## config.mk

```make
export PLATFORM = sky130hd
export DESIGN_NAME = pc_fetch_ctrl_flat
export DESIGN_NICKNAME = d
export VERILOG_FILES = /design/src/rtl/pc_fetch_ctrl_pkg.sv /design/src/rtl/pc_fetch_ctrl_if.sv /design/src/rtl/pc_fetch_ctrl_pc_adder32.sv /design/src/rtl/pc_fetch_ctrl.sv /design/src/flat_wrapper.sv
export SDC_FILE = /design/constraint.sdc
export NUM_CORES = 1
export LEC_CHECK = 0
export ABC_AREA = 0
export CAP_MARGIN = 20
export CORE_MARGIN = 4
export CORE_UTILIZATION = 41
export DETAILED_ROUTE_END_ITERATION = 8
export GPL_ROUTABILITY_DRIVEN = 0
export PLACE_DENSITY = 0.76
export SLEW_MARGIN = 20
export SYNTH_ARGS = -nofsm -noshare
export SYNTH_HDL_FRONTEND = slang
export SYNTH_HIERARCHICAL = 1
export SYNTH_SLANG_ARGS = --single-unit
```

## constraint.sdc

```tcl
create_clock -name clk -period 3.6 [get_ports clk]
set_clock_uncertainty 0.1 [all_clocks]
set_input_delay 0.36 -clock clk [delete_from_list [all_inputs] [get_ports clk]]
set_output_delay 0.36 -clock clk [all_outputs]
set_load 0.01 [all_outputs]
```

## src/rtl/pc_fetch_ctrl_pkg.sv

```systemverilog
// ---------------------------------------------------------------------------
// pc_fetch_ctrl_pkg
//   Shared definitions for the program-counter / fetch sequencer:
//   fetch FSM state encodings, PC step size, default reset PC and a
//   word-alignment helper.
// ---------------------------------------------------------------------------
package pc_fetch_ctrl_pkg;

    typedef enum logic [1:0] {
        FS_BOOT  = 2'd0,   // one idle cycle after reset release
        FS_FETCH = 2'd1,   // normal fetching
        FS_DROP  = 2'd2    // finishing a fetch whose data must be thrown away
    } fetch_state_e;

    localparam logic [31:0] PC_STEP          = 32'd4;
    localparam logic [31:0] RESET_PC_DEFAULT = 32'h0000_0000;

    // Instructions are word aligned; the low two address bits are forced to 0.
    function automatic logic [31:0] word_align(input logic [31:0] addr);
        return addr & ~32'h0000_0003;
    endfunction

endpackage

```

## src/rtl/pc_fetch_ctrl_if.sv

```systemverilog
// ---------------------------------------------------------------------------
// pc_fetch_ctrl_if
//   Instruction-memory fetch bus (req/ready handshake).
//   mem_req   : fetch request, held with mem_addr until mem_ready
//   mem_addr  : word address of the fetch
//   mem_ready : fetch complete, mem_rdata valid this cycle
//   mem_rdata : fetched instruction word
//   master = fetch controller, slave = instruction memory.
// ---------------------------------------------------------------------------
interface pc_fetch_ctrl_if;

    logic        mem_req;
    logic [31:0] mem_addr;
    logic        mem_ready;
    logic [31:0] mem_rdata;

    modport master (
        output mem_req,
        output mem_addr,
        input  mem_ready,
        input  mem_rdata
    );

    modport slave (
        input  mem_req,
        input  mem_addr,
        output mem_ready,
        output mem_rdata
    );

endinterface

```

## src/rtl/pc_fetch_ctrl_pc_adder32.sv

```systemverilog
// ---------------------------------------------------------------------------
// pc_adder32
//   32-bit +4 incrementer feeding input a of the external next-PC mux.
//   pc       in  32  current program counter
//   pc_plus4 out 32  pc + 4, wrapping modulo 2^32
// ---------------------------------------------------------------------------
module pc_adder32
    import pc_fetch_ctrl_pkg::*;
(
    input  logic [31:0] pc,
    output logic [31:0] pc_plus4
);

    // Carry out of bit 31 is dropped, so 0xFFFF_FFFC wraps to 0.
    assign pc_plus4 = pc + PC_STEP;

endmodule

```

## src/rtl/pc_fetch_ctrl.sv

```systemverilog
// ---------------------------------------------------------------------------
// pc_fetch_ctrl
//   Program-counter register and instruction-fetch sequencer. Issues word
//   fetches over a req/ready bus and holds the returned word in a one-entry
//   buffer for the decode stage. The next-PC mux is external: pc_plus4 goes
//   out to its input a, and its output returns as next_pc (flush is its
//   select).
//
//   clk          in   1   system clock, rising edge
//   rst          in   1   asynchronous active-high reset
//   next_pc      in   32  next-PC mux output ([1:0] ignored)
//   flush        in   1   redirect from execute
//   pc_plus4     out  32  pc + 4
//   mem          master   fetch bus (mem_req/mem_addr/mem_ready/mem_rdata)
//   instr        out  32  buffered instruction
//   instr_pc     out  32  address of buffered instruction
//   instr_valid  out  1   buffer holds a valid instruction
//   instr_ready  in   1   downstream consumes the buffer this cycle
// ---------------------------------------------------------------------------
module pc_fetch_ctrl
    import pc_fetch_ctrl_pkg::*;
#(
    parameter logic [31:0] RESET_PC = RESET_PC_DEFAULT
)(
    input  logic                   clk,
    input  logic                   rst,
    input  logic [31:0]            next_pc,
    input  logic                   flush,
    output logic [31:0]            pc_plus4,
    pc_fetch_ctrl_if.master        mem,
    output logic [31:0]            instr,
    output logic [31:0]            instr_pc,
    output logic                   instr_valid,
    input  logic                   instr_ready
);

    fetch_state_e state;
    logic [31:0]  pc;
    logic         req_active;   // request issued and not yet answered
    logic [31:0]  req_addr;     // address held while a request is outstanding

    logic         buf_free;
    logic         req_c;
    logic [31:0]  addr_c;
    logic         completion;

    pc_adder32 u_pc_adder32 (
        .pc       (pc),
        .pc_plus4 (pc_plus4)
    );

    // Request/address decode. Once a request has been seen without
    // mem_ready, req_active keeps it asserted at req_addr even if the
    // buffer stops being free, so the bus never withdraws a request.
    always_comb begin
        // NOTE: defaults first so every path assigns and no latch is inferred.
        buf_free = !instr_valid || instr_ready;
        req_c    = 1'b0;
        addr_c   = pc;
        case (state)
            FS_FETCH: begin
                req_c  = req_active || buf_free;
                addr_c = req_active ? req_addr : pc;
            end
            FS_DROP: begin
                req_c  = 1'b1;
                addr_c = req_addr;
            end
            default: begin
                req_c  = 1'b0;
                addr_c = pc;
            end
        endcase
    end

    assign completion   = (state == FS_FETCH) && req_c && mem.mem_ready;
    assign mem.mem_req  = req_c;
    assign mem.mem_addr = addr_c;

    // NOTE: non-blocking assignments for all registered state.
    always_ff @(posedge clk or posedge rst) begin
        if (rst) begin
            state       <= FS_BOOT;
            pc          <= word_align(RESET_PC);
            req_active  <= 1'b0;
            req_addr    <= 32'h0;
            instr       <= 32'h0;
            instr_pc    <= 32'h0;
            instr_valid <= 1'b0;
        end else if (flush) begin
            // Redirect wins over everything: any returning data is dropped.
            pc          <= word_align(next_pc);
            instr_valid <= 1'b0;
            req_active  <= 1'b0;
            case (state)
                FS_FETCH: begin
                    if (req_c && !mem.mem_ready) begin
                        // The bus must still finish this request; park in DROP.
                        state    <= FS_DROP;
                        req_addr <= addr_c;
                    end else begin
                        state <= FS_FETCH;
                    end
                end
                // A second redirect keeps draining; leave only once answered.
                FS_DROP: state <= mem.mem_ready ? FS_FETCH : FS_DROP;
                default: state <= FS_FETCH;
            endcase
        end else begin
            case (state)
                FS_BOOT: state <= FS_FETCH;
                FS_FETCH: begin
                    if (completion) begin
                        instr       <= mem.mem_rdata;
                        instr_pc    <= addr_c;
                        instr_valid <= 1'b1;
                        pc          <= word_align(next_pc);
                        req_active  <= 1'b0;
                    end else if (req_c && !req_active) begin
                        req_active <= 1'b1;
                        req_addr   <= pc;
                    end
                end
                FS_DROP: begin
                    if (mem.mem_ready) begin
                        state <= FS_FETCH;
                    end
                end
                default: state <= FS_BOOT;
            endcase
            if (instr_valid && instr_ready && !completion) begin
                instr_valid <= 1'b0;
            end
        end
    end

endmodule

```

## src/flat_wrapper.sv

```systemverilog
// flat-port wrapper written by rule: the top's interface ports become plain ports
module pc_fetch_ctrl_flat import pc_fetch_ctrl_pkg::*;
#(
    parameter logic [31:0] RESET_PC = RESET_PC_DEFAULT
)
  (clk, rst, next_pc, flush, pc_plus4, instr, instr_pc, instr_valid, instr_ready, mem_mem_req, mem_mem_addr, mem_mem_ready, mem_mem_rdata);
  pc_fetch_ctrl_if mem_i ();
  input  logic clk;
  input  logic rst;
  input  logic [31:0] next_pc;
  input  logic flush;
  output logic [31:0] pc_plus4;
  output logic [31:0] instr;
  output logic [31:0] instr_pc;
  output logic instr_valid;
  input  logic instr_ready;
  output wire logic [$bits(mem_i.mem_req)-1:0] mem_mem_req;
  output wire logic [$bits(mem_i.mem_addr)-1:0] mem_mem_addr;
  input wire logic [$bits(mem_i.mem_ready)-1:0] mem_mem_ready;
  input wire logic [$bits(mem_i.mem_rdata)-1:0] mem_mem_rdata;
  assign mem_mem_req = mem_i.mem_req;
  assign mem_mem_addr = mem_i.mem_addr;
  assign mem_i.mem_ready = mem_mem_ready;
  assign mem_i.mem_rdata = mem_mem_rdata;
  pc_fetch_ctrl #(.RESET_PC(RESET_PC)) u_core (.clk(clk), .rst(rst), .next_pc(next_pc), .flush(flush), .pc_plus4(pc_plus4), .mem(mem_i), .instr(instr), .instr_pc(instr_pc), .instr_valid(instr_valid), .instr_ready(instr_ready));
endmodule
```

==> impl_metrics.ini, run 1 <==
[placed_design]
port-buffer-count = 194
hpwl_microns = 10730
dpl_worst_slack_ps = 711.7
place_area_sq_mm = 0.007989

[pwr]
p_per_area_mw_per_mm2 = 946.8
p_leak_nw = 3.648
p_total_mw = 8.171
ir_drop_uv = 362.3

[drt]
wl_per_cell_microns = 18.71
ant_nets = 0
drc_errors = 0
vias = 4293
route.final.wire_length_microns = 15340
via_per_inst = 5.235
drt_iter0_markers = 144
dr.pass1.iters = 4

[setup_path]
crit_path_start_kind = flop
crit_fanout = 8
worstPathRequired_ps = 3140
path_cells = ha_1 > nand3_1 > nor4_4 > nand3_1 > xnor2_1 > clkdlybuf4s50_1
crit_type = reg2out
crit_family = simple AND/OR/NAND/NOR gates
critPathCaptureType = output port
crit_top_cell = nand3_1
cp_num_buf_inv = 1
cpPeakStageDelay_ps = 570
arrival_ps = 2870
cpMaxStageDelayCell = clkdlybuf4s50_1

[floorplan]
start_util_pct = 42.01
rows = 43
die-area_sq_mm = 0.01620
die_w_microns = 127.3
io_pins = 199
core_sq_mm = 0.01388
dieHeight_microns = 127.3

[synthesis]
ys_seq_area_share_pct = 55.78
synth.cell_area_sq_mm = 0.005832
yosysTopAreaCellShare_pct = 55.78
synth.largest_area_cell = dfrtp_1
ys_ff_latch = 130
synth_mux_area_share_pct = 18.15
netlist_top_cells_area = dfrtp_1 56%, mux2_2 17%, a22o_1 9.0%
synth-xor-area-share_pct = 4.205
synth_warnings = 6
yosys.area_share.simple_pct = 7.252
synthAdderAreaFrac_pct = 0.8582
synth_top_family_by_area = multiplexers
syn_inst = 429
yosysUniqueCellTypes = 40
synth_compound_area_share_pct = 10.47
syn_avg_cell_area_sq_um = 13.59

[clock_network]
cts.path.max_buffers = 2
cts_setup_buffers = 0
clk_pin_slew_worst_paths_ps = 60
cts_root_buf = clkbuf_16
cts_resized = 0
cts_buffers = 17
clk_latency_ps = 410
h-tree-depth = 4
ctsHoldBuffers = 0
tritoncts = yes
cts_sinks = 130

[finish]
diodes = 0
finalInstanceArea_sq_mm = 0.008630
nets = 701
area_growth_pct = 47.97
drive_gt1_share_pct = 22.50
fillers = 1076

[global_route]
grt_pass1_vias = 4645
grt_use_total_pct = 19.49
grt_overflow = 0
grt_pass1_wl_microns = 24960
grt_max_degree = 69
antenna_found_initial = 0

[min_path]
hold_class = in2async

[sta]
tns_ps = 0
slew_headroom_pct = 56.90
setup_violations = 0
slew_violations = 0
tightest_slew_ps = 646.5
fin_crit_sh_pct = 92.61
hold_viol_final = 0
finalCriticalPeriod_ps = 3334
rsz0062_at_grt = false
setup_ws_ps = 266.1
max_freq_ghz = 0.2999

[run]
cap_violations = 0

[run_status]
outcome = finished, final reports clean
## flip-flops by register name, summed over array words and instances (netlist names)
register,cells
u_core/req_active,1
u_core/state,2
u_core/pc,30
u_core/instr,32
u_core/instr_pc,32
u_core/instr_valid,1
u_core/req_addr,32
## through the flow
step | utilization (%) | std cells | hold slack, ps
finish | 62.17 | 820 | 209.0
global route | 62.17 | 820 | 226.0
global placement | 57.36 | 788 | 363.1
floorplan | - | 430 | 344.2
CTS | 62.17 | 820 | 202.0
detailed placement | 57.55 | 789 | 362.6
## per-layer routing
metal | GRT usage [%] | wire length (microns) | vias to the layer above
met3 | 6.187 | 1151 | 19
met1 | 23.96 | 6495 | 2129
met2 | 32.39 | 7456 | 178
met5 | 0 | 0 | -
met4 | 6.940 | 240 | 0
li1 | - | - | 1967
## Yosys cell counts (all sizes together)
master and n:
dfrtp 130, mux2 94, a22o 60, xnor2 21
buf 14, nand2 13, nand3 12, clkbuf 11
nand4 10, nor2 9, inv 7, xor2 7
a21oi 5, and2 5, ha 4, nor3 4
and3 3, or2 3, and4 2, nand2b 2
nor4 2, a211o 1, a21o 1, a311oi 1
conb 1, nor2b 1, nor4b 1, o21a 1
o21ai 1, o22ai 1, o31ai 1, o32ai 1
## layout make-up
| class | count | area [sq um] | area share (%) |
|---|---|---|---|
| Inverter | 7 | 30.03 | 0.3480 |
| Clock buffer | 18 | 429.2 | 4.973 |
| Sequential cell | 130 | 3253 | 37.70 |
| Timing Repair Buffer | 204 | 2049 | 23.75 |
| Multi-Input combinational cell | 268 | 2431 | 28.17 |
| Tap cell | 180 | 225.2 | 2.610 |
| Clock inverter | 13 | 211.5 | 2.450 |
## kinds of logic after synthesis
group                      after synthesis
DFF                                    130
muxes                                   94
adders and majority gates                4
AOI/OAI and AO/OA                       73
xor gates and xnor gates                28
and+or+nand+nor                         67
buffers and inverters                   32
other                                    1
## worst paths after layout
check | cells past startpoint | from | slack, ps | endpoint
min in group clk | 1 | u_core/instr[3] | 380 | u_core/instr[3]
setup / recovery | 6 | u_core/pc[2] | 270 | pc_plus4[30]
setup reg to reg | 8 | u_core/state[0] | 1010 | u_core/req_addr[27]
max in group asynchronous | 3 | rst | 2410 | u_core/req_addr[31]
hold reg to reg | 1 | u_core/instr[3] | 380 | u_core/instr[3]
hold / removal | 2 | rst | 210 | u_core/instr_pc[8]
## cells in the final DEF (no fill, tap or decap), types with 2 or more instances in the layout
master	netlist	routed
nand3_1	11	11
mux2_1	4	4
dfrtp_1	130	130
clkbuf_16	0	17
inv_1	7	6
xor2_1	7	7
nor4_4	2	2
nor3_1	3	3
a22o_1	60	60
clkdlybuf4s50_1	0	194
buf_4	5	8
clkinvlp_4	0	5
nand4_1	9	9
nand2b_1	2	2
and3_1	3	3
ha_1	4	4
conb_1	1	2
a21oi_1	5	4
or2_2	2	2
nor2_1	9	9
clkinv_4	0	3
xnor2_1	21	21
nand2_1	13	13
and2_1	5	5
bufinv_16	0	5
mux2_2	90	90
## power breakdown
group / switching [mW] / total, mW / leakage (nW) / internal [mW]
Sequential: 0.447 / 2.51 / 1.59 / 2.07
Combinational: 1.61 / 3.80 / 1.76 / 2.19
Clock: 0.631 / 1.86 / 0.298 / 1.23
Total: 2.69 / 8.17 / 3.65 / 5.48
No activity file was read; power rests on OpenSTA's default activity.
==> inputs of run 2 (changes only) <==
--- a/config.mk
+++ b/config.mk
@@ -12,6 +12,7 @@
 export DETAILED_ROUTE_END_ITERATION = 8
 export GPL_ROUTABILITY_DRIVEN = 0
 export PLACE_DENSITY = 0.76
+export REMOVE_ABC_BUFFERS = 1
 export SLEW_MARGIN = 20
 export SYNTH_ARGS = -nofsm -noshare
 export SYNTH_HDL_FRONTEND = slang
==> run 2 against run 1 <==
Global-route usage decreased by 0.62 points; via count is 0.30% lower; maximum frequency increased by 0.98%; die area unchanged; highest routed layer unchanged; critical endpoint is now mem_mem_addr[16]; routed wire length shrank 3.4%.
==> impl_metrics.ini, run 2 (same netlist as run 1, synthesis figures left out) <==
[drt]
drt_iter0_markers = 164
vias = 4280
ant_nets = 0
drc_errors = 0
dr.pass1.iters = 4
via_per_inst = 5.220
wl_per_cell_microns = 18.06
route.final.wire_length_microns = 14810

[floorplan]
die-area_sq_mm = 0.01620
rows = 43
start_util_pct = 42.01
dieHeight_microns = 127.3
io_pins = 199
die_w_microns = 127.3
core_sq_mm = 0.01388

[pwr]
p_leak_nw = 3.620
p_total_mw = 7.940
ir_drop_uv = 441.8
p_per_area_mw_per_mm2 = 928.1

[clock_network]
cts_sinks = 130
cts.path.max_buffers = 2
cts_buffers = 17
clk_latency_ps = 410
clk_pin_slew_worst_paths_ps = 50
cts_setup_buffers = 0
cts_resized = 0
tritoncts = yes
cts_root_buf = clkbuf_16
ctsHoldBuffers = 0
h-tree-depth = 4

[finish]
diodes = 0
top_regs = u_core/instr x32, u_core/instr_pc x32, u_core/req_addr x32
area_growth_pct = 46.69
final_common_cell = clkdlybuf4s50_1
nets = 701
drive_gt1_share_pct = 22.50
finalInstanceArea_sq_mm = 0.008554
instances_no_fill = 820
layout_common_cells = 194 x clkdlybuf4s50_1, 130 x dfrtp_1, 90 x mux2_2, 60 x a22o_1, 21 x xnor2_1

[sta]
fin_crit_sh_pct = 91.71
tightest_slew_ps = 675.2
slew_violations = 0
setup_ws_ps = 298.4
max_freq_ghz = 0.3029
rsz0062_at_grt = false
hold_viol_final = 0
setup_violations = 0
slew_headroom_pct = 54.98
finalCriticalPeriod_ps = 3302
holdWs_ps = 344.2

[placed_design]
hpwl_microns = 10570
place_area_sq_mm = 0.007983
port-buffer-count = 194
dpl_worst_slack_ps = 592.8
placed_cells = 789

[global_route]
grt_pass1_vias = 4530
antenna_found_initial = 0
grt_use_total_pct = 18.88
grt_max_degree = 76
grt_pass1_wl_microns = 24060
grt_overflow = 0

[setup_path]
worstPathRequired_ps = 3140
critPathCaptureType = output port
crit_path_start_kind = flop
arrival_ps = 2840
crit_fanout = 18
crit_type = reg2out

[min_path]
hold_class = in2async

[run_status]
outcome = finished, final reports clean

[run]
cap_violations = 0
[run 2: cell count changes in the layout (fill, tap and decap cells not counted), sizes merged]
| cell | change |
|---|---|
| bufinv | -3 |
| inv | +1 |
| clkinvlp | -1 |
| clkbuf | +3 |
[run 2: critical path: stages, from the launching register on]
cell and delay (ps):
dfrtp_1 380, inv_1 80, ha_1 410, nor2b_4 440
buf_4 330, a22o_1 230, clkdlybuf4s50_1 560
[run 2: report_power, final]
part | leakage [nW] | switching (mW) | internal [mW]
clock | 0.271 | 0.603 | 1.04
combinational | 1.75 | 1.59 | 2.19
sequential | 1.59 | 0.443 | 2.07
total | 3.62 | 2.64 | 5.30
[run 2: final timing paths]
| kind | start | to | slack, ps | cells past startpoint |
|---|---|---|---|---|
| max in group asynchronous | rst | u_core/instr[5] | 2380 | 3 |
| max | u_core/state[0] | mem_mem_addr[16] | 300 | 6 |
| min in group clk | u_core/req_addr[1] | u_core/req_addr[1] | 370 | 1 |
| min reg2reg | u_core/req_addr[1] | u_core/req_addr[1] | 370 | 1 |
| max reg2reg | u_core/state[0] | u_core/instr_pc[6] | 870 | 7 |
| min | rst | u_core/instr[30] | 340 | 2 |
[run 2: layout make-up]
type,count,area [sq um]
multi-input combinational,268,2432
clock inverter,10,110.1
clock buffer,21,460.4
inverter,7,31.28
timing repair buffer,204,2042
tap,180,225.2
sequential,130,3253
fill,1096,5326
[run 2: routing by layer]
metal	up-vias	routed length (microns)	track usage [%]
met1	2125	6076	22.71
met5	-	0	0
met3	19	1211	6.814
met4	0	232	6.435
met2	167	7292	31.46
li1	1969	-	-
[run 2: per-stage QoR]
step	setup TNS [ps]	utilization, %
final	0	61.63
after floorplan	-42810	-
after global routing	0	61.63
after CTS	0	61.62
after global placement	0	57.51
after detailed placement	0	57.51
==> inputs of run 3 (changes only) <==
--- a/config.mk
+++ b/config.mk
@@ -9,11 +9,11 @@
 export CAP_MARGIN = 20
 export CORE_MARGIN = 4
 export CORE_UTILIZATION = 41
+export CTS_CLUSTER_SIZE = 14
 export DETAILED_ROUTE_END_ITERATION = 8
 export GPL_ROUTABILITY_DRIVEN = 0
 export PLACE_DENSITY = 0.76
 export REMOVE_ABC_BUFFERS = 1
-export SLEW_MARGIN = 20
 export SYNTH_ARGS = -nofsm -noshare
 export SYNTH_HDL_FRONTEND = slang
 export SYNTH_HIERARCHICAL = 1
==> run 3 against run 2 <==
Final cell count up 0.12%; register-to-register slack worse by 80 ps; core utilization up 0.099 points; setup slack got worse by 11 ps; highest routed layer unchanged; critical path depth is the same; via count rose by 0.12%; routed wire length fell by 0.32%.
==> impl_metrics.ini, run 3 (same netlist as run 1, synthesis figures left out) <==
[run_status]
outcome = finished, final reports clean

[finish]
top_regs = u_core/instr x32, u_core/instr_pc x32, u_core/req_addr x32
diodes = 0
layout_common_cells = 194 x clkdlybuf4s50_1, 130 x dfrtp_1, 90 x mux2_2, 60 x a22o_1, 21 x xnor2_1
final_common_cell = clkdlybuf4s50_1
multi_input_area_sq_mm = 0.002431
area_growth_pct = 46.92
regArea_sq_mm = 0.003253
nets = 702
drive_gt1_share_pct = 22.46
fillers = 1095

[global_route]
grt_overflow = 0
grt_pass1_wl_microns = 24060
grt_pass1_vias = 4530
grt_max_degree = 76
antenna_found_initial = 0
grt_use_total_pct = 18.88

[run]
cap_violations = 0

[sta]
holdWs_ps = 340.7
rsz0062_at_grt = false
slew_violations = 0
max_freq_ghz = 0.3019
finalCriticalPeriod_ps = 3312
slew_headroom_pct = 55.08
tightest_slew_ps = 673.7
setup_ws_ps = 287.9
hold_viol_final = 0
setup_violations = 0
fin_crit_sh_pct = 92.00

[clock_network]
h-tree-depth = 4
cts_resized = 0
ctsHoldBuffers = 0
cts_setup_buffers = 0
tritoncts = yes
cts_sinks = 130
clk_latency_ps = 410
cts.path.max_buffers = 2
clk_pin_slew_worst_paths_ps = 50
cts_root_buf = clkbuf_16
cts_buffers = 17

[placed_design]
dpl_worst_slack_ps = 592.8
port-buffer-count = 194
hpwl_microns = 10570

[setup_path]
crit_type = reg2out
arrival_ps = 2850
reg2reg_depth = 7
timing.rr.start = u_core/state[0]
crit_fanout = 18
crit_path_start_kind = flop
rrSetupSlack_ps = 790
r2r-end = u_core/req_addr[31]
critPathCaptureType = output port
worstPathRequired_ps = 3140

[pwr]
p_leak_nw = 3.627
ir_drop_uv = 441.0
p_per_area_mw_per_mm2 = 928.8

[drt]
drc_errors = 0
ant_nets = 0
drt_iter0_markers = 161
vias = 4285
wl_per_cell_microns = 17.98
dr.pass1.iters = 4
route.final.wire_length_microns = 14770
via_per_inst = 5.219

[floorplan]
io_pins = 199
die_w_microns = 127.3
rows = 43
dieHeight_microns = 127.3
start_util_pct = 42.01
core_sq_mm = 0.01388
die-area_sq_mm = 0.01620

[min_path]
hold_class = in2async
[run 3: layer usage]
layer / global-route usage, % / wire length [microns] / vias to the layer above
met3: 6.814 / 1256 / 20
met4: 6.435 / 236 / 0
li1: - / - / 1973
met2: 31.46 / 7234 / 172
met1: 22.71 / 6037 / 2120
met5: 0 / 0 / -
[run 3: final cells by class]
type	count	share of cell area, %
clock buffers	21	5.374
clock inverters	10	1.285
inverters	7	0.3651
multi-input cells	268	28.37
flip-flops and latches	130	37.97
well taps	180	2.629
repair buffers	205	24.01
[run 3: how the worst max path moves through the flow]
stage | startpoint | endpoint | cells after the start
global route | u_core/state[0] | mem_mem_addr[16] | 7
CTS | u_core/state[0] | mem_mem_addr[16] | 7
global placement | u_core/state[0] | u_core/req_addr[25] | 6
finish | u_core/state[0] | mem_mem_addr[16] | 6
detailed placement | u_core/state[0] | u_core/req_addr[31] | 6
floorplan | rst | u_core/instr[0] | 1
[run 3: power breakdown]
group          total (mW)  internal [mW]  switching (mW)  leakage (nW)
sequential           2.51           2.07           0.443          1.59
combinational        3.80           2.20            1.60          1.76
clock                1.65           1.04           0.605         0.271
total                7.96           5.31            2.64          3.63
[run 3: worst max-delay path, stage by stage (launching register included)]
cell	delay [ps]
dfrtp_1	380
inv_1	80
ha_1	410
nor2b_4	440
buf_4	340
a22o_1	240
clkdlybuf4s50_1	560
[run 3: per-stage QoR]
stage | util, % | instance area (sq um) | power (mW) | instances | TNS, ps
after floorplan | - | 5674 | 4.290 | 405 | -42810
after global placement | 57.51 | 7983 | 6.225 | 789 | 0
after detailed placement | 57.51 | 7983 | 6.334 | 789 | 0
after CTS | 61.62 | 8553 | 8.040 | 820 | 0
after global routing | 61.73 | 8568 | 8.427 | 821 | 0
final | 61.73 | 8568 | 7.958 | 821 | 0
